<file path="src/rtl/victim_way_sched.sv">
// Replacement scheduler for one 16-way set: arbitrates two refill requesters
// round-robin, picks a victim way (lowest invalid, else LFSR), sequences the
// refill handshake and owns the per-way valid bits.
module victim_way_sched #(
    parameter int unsigned WAYS      = 16,
    parameter int unsigned WAY_W     = 4,
    parameter logic [15:0] LFSR_SEED = 16'hACE1
) (
    input  logic             clk,
    input  logic             reset_n,
    input  logic             req0,
    input  logic             req1,
    output logic             gnt0,
    output logic             gnt1,
    output logic [WAY_W-1:0] victim_way,
    output logic             victim_was_valid,
    input  logic             fill_done,
    input  logic             fill_abort,
    input  logic             inv_en,
    input  logic [WAY_W-1:0] inv_way,
    input  logic             flush,
    output logic [WAYS-1:0]  valid_vec,
    output logic             busy
);

    typedef enum logic [1:0] {
        StIdle,
        StSelect,
        StWaitFill
    } state_e;

    state_e             state_q, state_d;
    logic               owner_q, owner_d;   // 0 = requester 0 owns the operation
    logic               prio_q, prio_d;     // requester that wins a tie
    logic               gnt0_q, gnt0_d;
    logic               gnt1_q, gnt1_d;
    logic [WAY_W-1:0]   victim_q, victim_d;
    logic               vwv_q, vwv_d;
    logic [WAYS-1:0]    valid_q, valid_d;
    logic [15:0]        lfsr_q, lfsr_d;

    logic               free_found;
    logic [WAY_W-1:0]   free_idx;

    // Lowest-index invalid way; scanning downwards lets the last hit be the lowest.
    always_comb begin
        free_found = 1'b0;
        free_idx   = '0;
        for (int i = WAYS - 1; i >= 0; i--) begin
            if (!valid_q[i]) begin
                free_found = 1'b1;
                free_idx   = WAY_W'(i);
            end
        end
    end

    // Next-state logic: arbitration, victim choice, fill/abort, invalidate, flush.
    always_comb begin
        state_d  = state_q;
        owner_d  = owner_q;
        prio_d   = prio_q;
        gnt0_d   = 1'b0;
        gnt1_d   = 1'b0;
        victim_d = victim_q;
        vwv_d    = vwv_q;
        valid_d  = valid_q;
        // Galois right-shift form of x^16+x^14+x^13+x^11.
        lfsr_d   = {1'b0, lfsr_q[15:1]} ^ (lfsr_q[0] ? 16'hB400 : 16'h0000);

        // Applied before the fill so a same-way fill_done wins.
        if (inv_en) begin
            valid_d[inv_way] = 1'b0;
        end

        case (state_q)
            StIdle: begin
                if (req0 || req1) begin
                    owner_d = (req0 && req1) ? prio_q : req1;
                    state_d = StSelect;
                end
            end
            StSelect: begin
                victim_d = free_found ? free_idx : lfsr_q[WAY_W-1:0];
                vwv_d    = !free_found;
                gnt0_d   = !owner_q;
                gnt1_d   = owner_q;
                state_d  = StWaitFill;
            end
            StWaitFill: begin
                if (fill_done) begin
                    valid_d[victim_q] = 1'b1;
                    prio_d            = !owner_q;
                    state_d           = StIdle;
                end else if (fill_abort) begin
                    prio_d  = !owner_q;
                    state_d = StIdle;
                end
            end
            default: begin
                state_d = StIdle;
            end
        endcase

        // Flush cancels everything in flight, including a same-cycle fill_done.
        if (flush) begin
            valid_d  = '0;
            gnt0_d   = 1'b0;
            gnt1_d   = 1'b0;
            victim_d = victim_q;
            vwv_d    = vwv_q;
            prio_d   = prio_q;
            state_d  = StIdle;
        end
    end

    // State registers with synchronous active-low reset.
    always_ff @(posedge clk) begin
        if (!reset_n) begin
            state_q  <= StIdle;
            owner_q  <= 1'b0;
            prio_q   <= 1'b0;
            gnt0_q   <= 1'b0;
            gnt1_q   <= 1'b0;
            victim_q <= '0;
            vwv_q    <= 1'b0;
            valid_q  <= '0;
            lfsr_q   <= LFSR_SEED;
        end else begin
            state_q  <= state_d;
            owner_q  <= owner_d;
            prio_q   <= prio_d;
            gnt0_q   <= gnt0_d;
            gnt1_q   <= gnt1_d;
            victim_q <= victim_d;
            vwv_q    <= vwv_d;
            valid_q  <= valid_d;
            lfsr_q   <= lfsr_d;
        end
    end

    assign gnt0             = gnt0_q;
    assign gnt1             = gnt1_q;
    assign victim_way       = victim_q;
    assign victim_was_valid = vwv_q;
    assign valid_vec        = valid_q;
    assign busy             = (state_q != StIdle);

endmodule

</file>
<file path="config.mk">
export PLATFORM = sky130hd
export DESIGN_NAME = victim_way_sched
export DESIGN_NICKNAME = d
export VERILOG_FILES = /design/src/rtl/victim_way_sched.sv
export SDC_FILE = /design/constraint.sdc
export NUM_CORES = 1
export LEC_CHECK = 0
export BUFFER_PORTS_ARGS = -buffer_cell sky130_fd_sc_hd__buf_4
export CORE_MARGIN = 1.5
export CORE_UTILIZATION = 55
export DETAILED_ROUTE_END_ITERATION = 8
export PLACE_DENSITY = 0.8
export SLEW_MARGIN = 20
export SYNTH_ARGS = -nofsm -noshare
export SYNTH_HDL_FRONTEND = slang
export SYNTH_SLANG_ARGS = --single-unit
export TNS_END_PERCENT = 30
</file>
<file path="constraint.sdc">
create_clock -name clk -period 2 [get_ports clk]
set_clock_uncertainty 0.1 [all_clocks]
set_input_delay 0.2 -clock clk [delete_from_list [all_inputs] [get_ports clk]]
set_output_delay 0.2 -clock clk [all_outputs]
set_load 0.05 [all_outputs]
</file>
== After elaboration in Yosys (flattened, before gate mapping) ==
Index checks and enable logic that the tools add are counted.

* Logic and storage cells: 87
* Input bits: 12
* Bits in registers: 43
* Output and inout bits: 24

* Multiplexer cells: 48
* Eq/ne operators: 4
* Bitwise gates (word level): 7
* Reductions and logical operators: 15
* $lt $le $gt $ge: 4

{| class="wikitable"
|+ Operator list
! cell !! count
|-
| $mux W4 || 17
|-
| $mux W16 || 4
|-
| $mux W1 || 21
|-
| $and A16 B16 Y16 || 1
|-
| $not A16 Y16 || 1
|-
| $or A16 B16 Y16 || 1
|-
| $xor A15 B16 Y16 || 1
|-
| $lt A4 B5 Y1 const B || 2
|-
| $demux W1 S4 || 2
|-
| $ge A4 B1 Y1 const B || 2
|-
| $mux W2 || 3
|-
| $pmux W2 S3 || 1
|-
| $reduce_and A2 Y1 || 3
|-
| $reduce_bool A2 Y1 || 2
|-
| $logic_and A1 B1 Y1 || 3
|-
| $ne A3 B3 Y1 const B || 1
|-
| $not A1 Y1 || 3
|-
| $reduce_and A3 Y1 || 1
|-
| $reduce_or A3 Y1 || 1
|-
| $eq A2 B1 Y1 const B || 1
|-
| $eq A2 B2 Y1 const B || 1
|-
| $logic_not A1 Y1 || 2
|-
| $logic_not A2 Y1 || 1
|-
| $ne A2 B2 Y1 const B || 1
|-
| 2 further kinds || 2
|}

== Depth between registers and ports, before layout ==
Gate-level depths: netlist (run 1).

* Depth in word-level cells: 17
* Depth in mapped cells: 5
* Gate-level depth less buffers: 5

== Worst setup path before layout (run 1) ==
Ideal clock, no wire load.

* Kind: register to register
* Start: register valid_q[2] (netlist: valid_vec[2])
* End: register victim_q[0] (netlist: victim_way[0])
* Path buffers: 0
* Arrival time: 1.580 ns
* Clock period less this slack: 1.768 ns
* Data required time: 1.813 ns
* Setup time: 0.087 ns
* Cell stages (with the launch flop): 6
* Path slack: 0.232 ns
* Path through: dfxtp_1 -> nand4_2 -> nor4_4 -> and3_1 -> o21ai_1 -> o31ai_1

* Word-level cells in the longest chain between the ends: 4
* Elaborated cells on any way between the ends: 7
* Those cells by class: 7 x mux

{| class="wikitable"
|+ RTL lines
! what !! line !! source
|-
| start: declaration || 39 || <nowiki>logic [WAYS-1:0] valid_q, valid_d;</nowiki>
|-
| start signal: assignment || 136 || <nowiki>valid_q <= valid_d;</nowiki>
|-
| $mux W4 or $mux W1 (tied branches) (3 in a row) || 50 || <nowiki>if (!valid_q[i]) begin</nowiki>
|-
| $mux W4 (*) || 83 || <nowiki>victim_d = free_found ? free_idx : lfsr_q[WAY_W-1:0];</nowiki>
|-
| end signal: assignment || 134 || <nowiki>victim_q <= victim_d;</nowiki>
|-
| end: declaration || 37 || <nowiki>logic [WAY_W-1:0] victim_q, victim_d;</nowiki>
|}

Every way passes the cells marked *; elsewhere a longest branch is shown, timed or not.
A chain may end at the register's enable or synchronous reset.

== Worst setup path in the final report (run 1) ==
Same ends and word-level chain as after synthesis.

==> results of run 1 <==
worst min-delay path, cell delays in order:
cell,delay [ns]
buf_4,0.08
nor2_1,0.04
nand2_1,0.06
a21oi_1,0.06
power groups by stage:
stage          Clock [uW]  Combinational [uW]  Sequential, uW
6_report              421                 102             896
5_1_grt               478                 112             900
4_1_cts               429                 102             897
3_5_place_dp            0                 101             915
3_3_place_gp            0                99.0             915
2_1_floorplan           0                58.6             917
final timing paths:
check        slack (ns)  cells after the start             to
max                0.38                      5  victim_way[0]
min                0.01                      4     state_q[1]
max reg2reg        0.38                      5  victim_way[0]
min reg2reg        0.32                      1     lfsr_q[11]
final cells by class:
class / count / area share [%]
flip-flops and latches: 43 / 40.9
multi-input cells: 146 / 40.4
repair buffers: 35 / 12.5
well taps: 44 / 2.61
clock buffers: 5 / 1.78
clock inverters: 3 / 0.951
inverters: 5 / 0.891
per-layer routing:
layer  vias to the layer above  part of all wire, %  global-route usage [%]
met3                         7                  7.5                    7.42
met4                         0                  1.3                    6.17
li1                        763                    -                       -
met5                         -                    0                       0
met2                        68                   45                    34.5
met1                       702                   46                    35.9
flip-flops by register name, summed over array words and instances, names as in the netlist, 2 cells and up:
signal      count
lfsr_q         16
state_q         2
valid_vec      16
victim_way      4
metrics by stage:
step	setup WS [ns]	instance area (um^2)	util, %	hold WS (ns)
2_1_floorplan	0.232	1750	-	0.173
3_3_place_gp	0.420	2050	67.1	0.290
3_5_place_dp	0.405	2050	67.1	0.295
4_1_cts	0.371	2110	69.0	0.00487
5_1_grt	0.315	2110	69.0	0.0116
6_report	0.378	2110	69.0	0.00961
logic make-up after synthesis:
family                    after synthesis
and+or+nand+nor                        93
AOI/OAI and AO/OA                      48
DFF                                    43
buffers and inverters                   9
xor gates and xnor gates                3
muxes                                   2
cells in the final DEF (no fill, tap or decap), drive strengths merged, types with 2 or more instances in the layout:
master	n
nor2b	8
inv	5
a31oi	3
nor3	4
a21oi	17
clkbuf	5
nor3b	3
mux2i	2
xnor2	2
nor2	10
dfxtp	43
and2	8
and3	2
nand2	29
a32oi	2
buf	35
clkinvlp	2
nand3	7
nand2b	12
nand4	6
o21ai	21
==> flow_metrics.env, run 1 <==
export IMPL_antenna_found_initial=0
export IMPL_core_um2=3050
export IMPL_fin_total_pwr_uw=1420
export IMPL_die_x_um=59.5
export IMPL_ios=36
export IMPL_synth_top_family_by_area="simple AND/OR/NAND/NOR gates"
export IMPL_multi_input_area_um2=851
export IMPL_final_cells=281
export IMPL_overflow=0
export IMPL_vias=1540
export IMPL_fin_setup_tns_ns=0
export IMPL_firstDrtPassIters=4
export IMPL_placementRows=20
export IMPL_start_util_pct=57.5
export IMPL_drc=0
export IMPL_maxSlewViolCount=0
export IMPL_ys_types=36
export IMPL_synthAdderAreaFrac_pct=0
export IMPL_critPathMaxFanout=7
export IMPL_fmax_mhz=617
export IMPL_syn_area_um2=1750
export IMPL_yosys_area_top_type="dfxtp_1"
export IMPL_cts_root_buf="clkbuf_4"
export IMPL_synthSimpleGateAreaFrac_pct=30.5
export IMPL_cellLeakagePower_uw=0.000824
export IMPL_synth_cells=198
export IMPL_drive_gt1_share_pct=21.5
export IMPL_worstReg2RegStart="valid_vec[2]"
export IMPL_ctsHoldBuffers=0
export IMPL_endpoint_kind="flop"
export IMPL_avgViaCountPerCell=5.48
export IMPL_switching_share_pct=25.2
export IMPL_p_switching_uw=358
export IMPL_netlist_area_leader_share_pct=49.1
export IMPL_gp_congestion=0.893
export IMPL_slowest_delay_ns=0.51
export IMPL_crit_family="simple AND/OR/NAND/NOR gates"
export IMPL_crit_start="valid_vec[2]"
export IMPL_synth_edf_count=0
export IMPL_tightest_slew_ns=0.690
export IMPL_die_area_um2=3540
export IMPL_grt_pass1_vias=1298
export IMPL_hold_class="in -> reg"
export IMPL_yosysSeqAreaShare_pct=49.1
export IMPL_critical_path_buf_inv_count=0
export IMPL_cap_viol_max_count=0
export IMPL_diodes=0
export IMPL_synth_xor_area_share_pct=1.50
export IMPL_cts_setup_buffers=0
export IMPL_synth_most_common_cell="dfxtp_1"
export IMPL_grt_pass1_wl_mm=6.34
export IMPL_routed_wl_mm=3.96
export IMPL_fin_crit_sh_pct=81.1
export IMPL_ff_latch_area_um2=861
export IMPL_ant_nets=0
export IMPL_hold_start="fill_abort"
export IMPL_avgSynthCellArea_um2=8.86
export IMPL_synth_fp_nets=210
export IMPL_required_ns=2.19
export IMPL_htreeDepth=2
export IMPL_synth_area_mux_share_pct=1.14
export IMPL_clock_path_buffers=2
export IMPL_slowest_stage="dfxtp_1"
export IMPL_crit_type="reg -> reg"
export IMPL_setup_viol_count_final=0
export IMPL_rsz0062_at_grt="no"
export IMPL_synth_compound_area_share_pct=15.4
export IMPL_wire_per_inst_um=14.1
export IMPL_synth_warnings=0
export IMPL_ir_drop_v=0.000528
export IMPL_worst_setup_path_start_kind="flop"
export IMPL_grt_total_usage_pct=24.4
export IMPL_initialDrtViolationCount=120
export IMPL_cp_arrival_ns=1.81
export IMPL_period_needed_ns=1.62
export IMPL_p_int_uw=1060
export IMPL_synth_flop_cell="dfxtp_1"
export IMPL_place_inst=273
export IMPL_clkLatencyLatePin_ns=0.36
export IMPL_final_fill_count=271
export IMPL_finalNetCount=248
export IMPL_synth_common_cells="dfxtp_1 (43), nand2_1 (29), a21oi_1 (17), o21ai_0 (17), nand2b_1 (12)"
export IMPL_syn_to_final_growth_pct=20.0
export IMPL_status="finished, final reports clean"
export IMPL_die_h_um=59.5
export IMPL_cts_resized=0
export IMPL_numCtsBuffers=5
export IMPL_async_flop_share_pct=0
export IMPL_path_cells="nand4_2, nor4_4, and3_1, o21ai_1, o31ai_1"
export IMPL_grt_max_degree=28
export IMPL_clkSinkCount=43
export IMPL_slew_headroom_pct=54.0
export IMPL_pwr_share_clk_pct=29.6
export IMPL_cts_tree="built"
export IMPL_synth_seq_cells=43
export IMPL_seq_power_share_pct=63.2
export IMPL_clk_pin_slew_worst_paths_ns=0.13
export IMPL_place_hpwl_mm=2.84
export IMPL_hold_viol_final=0
export IMPL_p_per_area_nw_per_um2=674
export IMPL_p_comb_share_pct=7.2
export IMPL_ys_top_cells_by_area="dfxtp_1 (49%), nand2_1 (6.2%), a21oi_1 (4.9%)"
export IMPL_io_buffers=35
Power figures use the tool's default switching activity.
==> run 2, diff against run 1 <==
--- a/config.mk
+++ b/config.mk
@@ -7,9 +7,9 @@
 export LEC_CHECK = 0
 export BUFFER_PORTS_ARGS = -buffer_cell sky130_fd_sc_hd__buf_4
 export CORE_MARGIN = 1.5
-export CORE_UTILIZATION = 55
+export CORE_UTILIZATION = 53
 export DETAILED_ROUTE_END_ITERATION = 8
-export PLACE_DENSITY = 0.8
+export PLACE_DENSITY = 0.78
 export SLEW_MARGIN = 20
 export SYNTH_ARGS = -nofsm -noshare
 export SYNTH_HDL_FRONTEND = slang
==> constraint.sdc (replaced) <==
create_clock -name clk -period 1.5 [get_ports clk]
set_clock_uncertainty 0.1 [all_clocks]
set_input_delay 0.15 -clock clk [delete_from_list [all_inputs] [get_ports clk]]
set_output_delay 0.15 -clock clk [all_outputs]
set_load 0.05 [all_outputs]
==> flow_metrics.env, run 2 (same netlist as run 1, synthesis figures left out) <==
export IMPL_htreeDepth=2
export IMPL_cts_root_buf="clkbuf_4"
export IMPL_wire_per_inst_um=14.4
export IMPL_grt_max_degree=28
export IMPL_multi_input_area_um2=873
export IMPL_ff2ff_path_depth=5
export IMPL_finalNetCount=264
export IMPL_clkLatencyLatePin_ns=0.35
export IMPL_required_ns=1.67
export IMPL_cts_tree="built"
export IMPL_gp_congestion=0.904
export IMPL_core_um2=3100
export IMPL_numCtsBuffers=5
export IMPL_drive_gt1_share_pct=31.2
export IMPL_clk_pin_slew_worst_paths_ns=0.12
export IMPL_path_depth=5
export IMPL_routed_wl_mm=4.28
export IMPL_clock_path_buffers=2
export IMPL_endpoint="victim_way[0]"
export IMPL_avgViaCountPerCell=5.54
export IMPL_io_buffers=35
export IMPL_initialDrtViolationCount=157
export IMPL_hold_class="in -> reg"
export IMPL_antenna_found_initial=0
export IMPL_fmax_mhz=672
export IMPL_slowest_delay_ns=0.38
export IMPL_drc=0
export IMPL_clkSinkCount=43
export IMPL_syn_to_final_growth_pct=33.1
export IMPL_ios=36
export IMPL_setup_viol_count_final=0
export IMPL_fin_area_um2=2330
export IMPL_die_h_um=60.5
export IMPL_critical_path_buf_inv_count=0
export IMPL_final_common_cell="buf_4"
export IMPL_cp_arrival_ns=1.65
export IMPL_place_hpwl_mm=3.02
export IMPL_slowest_stage="dfxtp_4"
export IMPL_ant_nets=0
export IMPL_start_util_pct=56.5
export IMPL_final_cells=297
export IMPL_endpoint_kind="flop"
export IMPL_cellLeakagePower_uw=0.000945
export IMPL_place_inst=278
export IMPL_critPathMaxFanout=4
export IMPL_placed_cell_area_um2=2110
export IMPL_worst_setup_path_start_kind="flop"
export IMPL_fin_crit_sh_pct=99.2
export IMPL_die_x_um=60.5
export IMPL_period_needed_ns=1.49
export IMPL_vias=1644
export IMPL_ff2ff_setup_slack_ns=0.01
export IMPL_hold_viol_final=0
export IMPL_final_cell_mix="buf_4 (45), nand2_1 (28), dfxtp_1 (27)"
export IMPL_cap_viol_max_count=0
export IMPL_grt_pass1_wl_mm=6.76
export IMPL_status="finished, final reports clean"
export IMPL_slew_headroom_pct=77.5
export IMPL_die_area_um2=3660
export IMPL_maxSlewViolCount=0
export IMPL_worstReg2RegStart="valid_vec[14]"
export IMPL_overflow=0
export IMPL_final_fill_count=248
export IMPL_diodes=0
export IMPL_placementRows=20
export IMPL_tightest_slew_ns=0.336
export IMPL_firstDrtPassIters=4
export IMPL_rsz0062_at_grt="yes"
export IMPL_grt_total_usage_pct=25.1
export IMPL_crit_start="valid_vec[14]"
export IMPL_path_cells="nand4_1, nor4_4, and3_1, o21ai_1, o31ai_1"
export IMPL_ff_latch_area_um2=893
export IMPL_postLayoutCoreUtil_pct=75.2
export IMPL_ir_drop_v=0.000635
export IMPL_crit_family="simple AND/OR/NAND/NOR gates"
export IMPL_p_per_area_nw_per_um2=923
export IMPL_r2r_end="victim_way[0]"
export IMPL_crit_type="reg -> reg"
export IMPL_grt_pass1_vias=1534
-- run 2: area by class of cell --
cell class | count | area share, %
inverters | 5 | 0.804
multi-input cells | 146 | 37.4
repair buffers | 51 | 17.0
clock inverters | 1 | 1.29
flip-flops and latches | 43 | 38.3
clock buffers | 7 | 2.84
well taps | 44 | 2.36
-- run 2: timing repair --
action,in CTS,in global routing
buffers inserted,0,5
endpoints found under the setup margin,0,16
hold endpoints to repair,5,0
gates resized for setup,0,8
hold buffers,6,0
-- run 2: through the flow --
| step | hold slack [ns] | total power, uW | TNS, ns | setup WS (ns) |
|---|---|---|---|---|
| after floorplan | 0.123 | 1300 | 0 | 0.000195 |
| after global placement | 0.290 | 1350 | 0 | 0.0511 |
| after detailed placement | 0.301 | 1350 | 0 | 0.0523 |
| after CTS | 0.00517 | 2160 | 0 | 0.00991 |
| after global routing | 0.0234 | 2230 | -0.0990 | -0.0836 |
| final | 0.0151 | 2150 | 0 | 0.0118 |
-- run 2: worst reg2reg max path, cell delays in order, from the launching register on --
cell	delay [ns]
dfxtp_4	0.38
nand4_1	0.20
nor4_4	0.38
and3_1	0.21
o21ai_1	0.07
o31ai_1	0.07
-- run 2: how the worst min path moves through the flow --
stage                     from             to  slack [ns]  depth (start not counted)
finish                   flush  victim_way[2]        0.02                          3
global route             flush  victim_way[2]        0.02                          3
CTS                      flush  victim_way[2]       0.005                          3
detailed placement   lfsr_q[8]      lfsr_q[7]        0.30                          1
global placement    lfsr_q[12]     lfsr_q[11]        0.29                          1
floorplan              reset_n     lfsr_q[11]        0.12                          1
-- run 2: metal layers --
layer	GRT usage (%)	vias to the layer above	routed length, um
li1	-	798	-
met1	33.0	775	1890
met2	39.0	60	2090
met3	6.18	11	206
met4	11.8	0	91
met5	0	-	0
-- run 2: power by group --
part | internal, uW | switching [uW] | total [uW] | leakage, uW
Sequential | 1170 | 17.8 | 1190 | 0.000361
Clock | 453 | 362 | 816 | 0.0000506
Combinational | 71.2 | 82.0 | 153 | 0.000534
Total | 1690 | 462 | 2150 | 0.000945
